$ cat src/rtl/branch_predict_unit_pkg.sv
// Shared encodings for the 2-bit branch history table.
// The counter MSB is the taken/not-taken prediction.
package branch_predict_unit_pkg;

    typedef logic [1:0] bht_cnt_t;

    localparam bht_cnt_t BHT_SNT  = 2'b00;
    localparam bht_cnt_t BHT_WNT  = 2'b01;
    localparam bht_cnt_t BHT_WT   = 2'b10;
    localparam bht_cnt_t BHT_ST   = 2'b11;
    localparam bht_cnt_t BHT_INIT = BHT_WNT;

    function automatic logic bht_predicts_taken(input bht_cnt_t cnt);
        return cnt[1];
    endfunction

endpackage

$ cat src/rtl/branch_predict_unit_sat_counter2.sv
// 2-bit saturating up/down counter holding one branch history table entry.
// Simultaneous inc and dec leave the count unchanged.
module sat_counter2
    import branch_predict_unit_pkg::*;
(
    input  logic     clk,
    input  logic     rst,
    input  logic     en,
    input  logic     inc,
    input  logic     dec,
    output bht_cnt_t cnt
);

    bht_cnt_t cnt_reg;
    bht_cnt_t cnt_next;

    always_comb begin
        cnt_next = cnt_reg;
        if (en) begin
            if (inc && !dec && cnt_reg != BHT_ST) begin
                cnt_next = cnt_reg + 2'd1;
            end else if (dec && !inc && cnt_reg != BHT_SNT) begin
                cnt_next = cnt_reg - 2'd1;
            end
        end
    end

    always_ff @(posedge clk) begin
        if (rst) begin
            cnt_reg <= BHT_INIT;
        end else begin
            cnt_reg <= cnt_next;
        end
    end

    assign cnt = cnt_reg;

endmodule

$ cat src/rtl/branch_predict_unit.sv
// 2-bit saturating-counter branch predictor: lookup in Decode, prediction
// carried through Execute and Memory, training and statistics in Memory.
module branch_predict_unit
    import branch_predict_unit_pkg::*;
#(
    parameter int INDEX_W = 6,
    parameter int CNT_W   = 32
) (
    input  logic             clk,
    input  logic             rst,
    input  logic [31:0]      pcD,
    input  logic             branchD,
    output logic             predict_takenD,
    input  logic             stallE,
    input  logic             flushE,
    input  logic             stallM,
    input  logic             flushM,
    input  logic [31:0]      pcM,
    input  logic             branchM,
    input  logic             takenM,
    output logic             mispredictM,
    output logic [CNT_W-1:0] branch_cnt,
    output logic [CNT_W-1:0] mispredict_cnt
);

    localparam int NUM_ENTRIES = 1 << INDEX_W;

    logic [NUM_ENTRIES-1:0][1:0] bht;
    logic [INDEX_W-1:0]          idx_d;
    logic [INDEX_W-1:0]          idx_m;
    logic                        commit_m;

    logic                        pred_e_reg;
    logic                        pred_m_reg;
    logic [CNT_W-1:0]            branch_cnt_reg;
    logic [CNT_W-1:0]            mispredict_cnt_reg;

    assign idx_d = pcD[INDEX_W+1:2];
    assign idx_m = pcM[INDEX_W+1:2];

    // Word-offset and high PC bits do not take part in indexing (no tags).
    logic unused_pc_bits;
    assign unused_pc_bits = ^{pcD[31:INDEX_W+2], pcD[1:0], pcM[31:INDEX_W+2], pcM[1:0]};

    // Only a branch that actually leaves Memory this cycle trains the table.
    assign commit_m    = branchM & ~stallM & ~flushM & ~rst;
    assign mispredictM = commit_m & (pred_m_reg != takenM);

    // Reads see the stored value; a same-cycle update is visible next cycle.
    assign predict_takenD = branchD & bht_predicts_taken(bht[idx_d]);

    generate
        for (genvar gi = 0; gi < NUM_ENTRIES; gi++) begin : g_entry
            sat_counter2 u_cnt (
                .clk (clk),
                .rst (rst),
                .en  (commit_m && (idx_m == INDEX_W'(gi))),
                .inc (takenM),
                .dec (~takenM),
                .cnt (bht[gi])
            );
        end
    endgenerate

    always_ff @(posedge clk) begin
        if (rst) begin
            pred_e_reg <= 1'b0;
            pred_m_reg <= 1'b0;
        end else begin
            if (flushE) begin
                pred_e_reg <= 1'b0;
            end else if (!stallE) begin
                pred_e_reg <= predict_takenD;
            end
            if (flushM) begin
                pred_m_reg <= 1'b0;
            end else if (!stallM) begin
                pred_m_reg <= pred_e_reg;
            end
        end
    end

    // Statistics stick at all-ones rather than wrapping.
    always_ff @(posedge clk) begin
        if (rst) begin
            branch_cnt_reg     <= '0;
            mispredict_cnt_reg <= '0;
        end else if (commit_m) begin
            if (branch_cnt_reg != {CNT_W{1'b1}}) begin
                branch_cnt_reg <= branch_cnt_reg + 1'b1;
            end
            if (mispredictM && mispredict_cnt_reg != {CNT_W{1'b1}}) begin
                mispredict_cnt_reg <= mispredict_cnt_reg + 1'b1;
            end
        end
    end

    assign branch_cnt     = branch_cnt_reg;
    assign mispredict_cnt = mispredict_cnt_reg;

endmodule

$ cat config.mk
export PLATFORM = sky130hd
export DESIGN_NAME = branch_predict_unit
export DESIGN_NICKNAME = d
export VERILOG_FILES = /design/src/rtl/branch_predict_unit_pkg.sv /design/src/rtl/branch_predict_unit_sat_counter2.sv /design/src/rtl/branch_predict_unit.sv
export SDC_FILE = /design/constraint.sdc
export NUM_CORES = 1
export LEC_CHECK = 0
export ABC_AREA = 1
export CAP_MARGIN = 0
export CORE_UTILIZATION = 59
export CTS_CLUSTER_DIAMETER = 30
export DETAILED_ROUTE_END_ITERATION = 16
export DONT_BUFFER_PORTS = 1
export PLACE_DENSITY_LB_ADDON = 0.3
export RECOVER_POWER = 100
export SKIP_LAST_GASP = 1
export SYNTH_ARGS = -nofsm -noshare
export SYNTH_HDL_FRONTEND = slang
export SYNTH_HIERARCHICAL = 1
export SYNTH_SLANG_ARGS = --single-unit
$ cat constraint.sdc
create_clock -name clk -period 2.4 [get_ports clk]
set_input_delay 0.6 -clock clk [delete_from_list [all_inputs] [get_ports clk]]
set_output_delay 0.6 -clock clk [all_outputs]
set_load 0.05 [all_outputs]
==> impl_metrics.env <==
export IMPL_fp_row_count=56
export IMPL_wl_mm=37.96
export IMPL_violations="negative setup slack"
export IMPL_whs_path_depth=1
export IMPL_p_sw_mw=1.772
export IMPL_clockPowerShare=0.416
export IMPL_layout_common_cells="nand2_1 (797), nor2_1 (388), nand3_1 (324)"
export IMPL_worstHoldStart="rst"
export IMPL_postCtsSetupBuffers=0
export IMPL_grt_start_max_net_pins=258
export IMPL_ctsRootBufferMaster="clkbuf_16"
export IMPL_min_period_over_period=1.008
export IMPL_wl_per_cell_um=13.01
export IMPL_syn_num_nets=2593
export IMPL_clock_sinks=194
export IMPL_via_per_inst=5.284
export IMPL_r2r_end="branch_cnt[25]"
export IMPL_cpPeakStageDelay_ps=200
export IMPL_syn_to_final_growth_pct=8.368
export IMPL_rrSetupSlack_ps=30
export IMPL_synthesis_area_mm2=0.01443
export IMPL_insertion_delay_ps=450
export IMPL_arrival_ps=1820
export IMPL_crit_path_start_kind="input port"
export IMPL_avgSynthCellArea_um2=5.730
export IMPL_vias=15420
export IMPL_io_buffers=0
export IMPL_path_cells="inv_1 > buf_4 > nand2_1 > nand3_1 > nand3_1 > nand2_1 > nand2_1 > nand3_1 > nand3_1 > nand2_2 > nand2_2 > clkinvlp_4"
export IMPL_htree_levels=4
export IMPL_die_area_mm2=0.02509
export IMPL_worstHoldPathType="in -> reg"
export IMPL_fmax_ghz=0.4134
export IMPL_drv_cap=0
export IMPL_die_w_um=158.4
export IMPL_final_util=0.6583
export IMPL_setup_slack_ps=-18.68
export IMPL_min_to="mispredict_cnt[31]"
export IMPL_end_kind="output port"
export IMPL_cp_num_buf_inv=3
export IMPL_antenna_found_initial=0
export IMPL_critPathMaxFanout=33
export IMPL_drt_pass1_iter_count=5
export IMPL_syn_inst=2518
export IMPL_grt_setup_unrepaired="true"
export IMPL_die_h_um=158.4
export IMPL_final_layout_size_suffix_gt1_frac=0.1374
export IMPL_skew_ps=12.51
export IMPL_finalHoldViolCount=0
export IMPL_drc=0
export IMPL_yosysWarnings=6
export IMPL_cts_tree="built"
export IMPL_grt_pass1_wl_mm=62.23
export IMPL_ant_nets=0
export IMPL_final_common_cell="nand2_1"
export IMPL_globalplace_congestion=0.9827
export IMPL_critPathSlowestCell="clkinvlp_4"
export IMPL_ys_ff_latch=194
export IMPL_max_slew_margin=0.3828
export IMPL_power_share_sequential=0.491
export IMPL_grt_total_usage=0.3059
export IMPL_reg2reg_depth=9
export IMPL_p_int_mw=4.797
export IMPL_drt_iter0_drc=1400
export IMPL_vdd_drop_max_v=0.0004265
export IMPL_ys_types=34
export IMPL_critPathKind="in -> out"
export IMPL_initial_core_util=0.6075
export IMPL_slew_viol_final=0
export IMPL_num_nets_final=2662
export IMPL_synth_seq_area_share=0.2692
export IMPL_power_frac_comb=0.093
export IMPL_dpl_hpwl_mm=26.91
export IMPL_cts_clk_slew_worst_paths_ps=80
export IMPL_grt_pass1_vias=13910
export IMPL_critPathRequiredTime_ps=1800
export IMPL_period_minus_slack_ps=2419
export IMPL_status="finished, violations left"
export IMPL_holdBufCountCts=0
export IMPL_tightestPinTransition_ps=925.7
export IMPL_worst_hold_slack_ps=222.1
export IMPL_setup_viol=1
export IMPL_power_switching_share=0.2697
export IMPL_regToRegStartpoint="branch_cnt[5]"
export IMPL_coreArea_mm2=0.02375
export IMPL_cts_made_buffers=17
export IMPL_antenna_cells=0
export IMPL_path_common_cell="nand3_1"
export IMPL_cp_top_family="simple AND/OR/NAND/NOR gates"
export IMPL_power_leakage_nw=8.058
export IMPL_largest_reg_flops=128
export IMPL_overflow=0
export IMPL_p_per_area_mw_per_mm2=420.1
export IMPL_n_fill_cell=2204
export IMPL_ios=139
export IMPL_cts_buffer_depth=2
## metal layers
layer  vias up  track usage  part of all wire
met2       455       0.5234              0.47
met1      6950       0.3822              0.44
met3        90      0.05553             0.064
met5         -            0                 0
met4         0       0.1108             0.025
li1       7923            -                 -
## cell families (layout without fill, tap and decap cells)
group,Yosys count,in the layout,synth area share
compound gates,77,77,0.02992
xor+xnor,47,47,0.02853
fa+ha+maj,2,2,0.001734
buf+inv,415,496,0.1136
flops,194,194,0.2692
simple gates,1783,1783,0.5571
## stage by stage
stage	power, mW	setup WS [ps]	cell area (um2)	setup TNS [ps]	instances
global placement	3.878	-52.02	15360	-52.02	2887
CTS	6.611	12.80	15920	0	2918
detailed placement	3.905	-65.87	15360	-65.87	2887
global route	6.812	-137.4	15640	-1554	2918
finish	6.569	-18.68	15640	-18.68	2918
floorplan	3.827	-280.7	14510	-7664	2518
## worst max path at each step
| stage | start | end | slack (ps) | cells after the start |
|---|---|---|---|---|
| after global placement | pcD[2] | predict_takenD | -50 | 12 |
| after global routing | g_entry[45].u_cnt/cnt[1] | predict_takenD | -140 | 10 |
| after floorplan | takenM | mispredict_cnt[22] | -280 | 9 |
| after detailed placement | pcD[2] | predict_takenD | -70 | 12 |
| after CTS | pcD[2] | predict_takenD | 10 | 12 |
| final | pcD[2] | predict_takenD | -20 | 12 |
## timing repair
action                     in CTS  in global routing
resized for setup              13                  5
cloned                          0                  0
pin swaps                       0                  3
setup endpoints to repair       1                  1
## power by group through the flow
stage	sequential, mW	clock, mW	combinational (mW)
2_1_floorplan	3.31	0	0.521
3_3_place_gp	3.30	0	0.578
3_5_place_dp	3.30	0	0.605
4_1_cts	3.22	2.77	0.612
5_1_grt	3.22	2.89	0.694
6_report	3.22	2.73	0.614
## cell type report
type / count / area, um2 / area share
flip-flops and latches: 194 / 3902 / 0.2496
clock inverters: 12 / 100.1 / 0.006402
inverters: 381 / 1438 / 0.09194
well taps: 319 / 399.1 / 0.02553
multi-input cells: 1909 / 8950 / 0.5724
clock buffers: 19 / 442.9 / 0.02833
repair buffers: 84 / 404.1 / 0.02585
## cell usage after synthesis, drive strengths merged
cell type	number	area share
o21ai	13	0.0045
nand2	941	0.27
nor3	35	0.014
buf	20	0.011
nand3b	2	0.0010
dfxtp	194	0.27
a31oi	1	0.00043
a21oi	63	0.025
nand4	19	0.0082
nor2	390	0.10
nor4	2	0.00087
xnor2	17	0.010
nor3b	3	0.0019
clkbuf	14	0.0036
or2	1	0.00043
nand3	390	0.16
xor2	30	0.018
ha	2	0.0017
inv	381	0.099
Note: power is estimated with default switching activity, not from simulation.
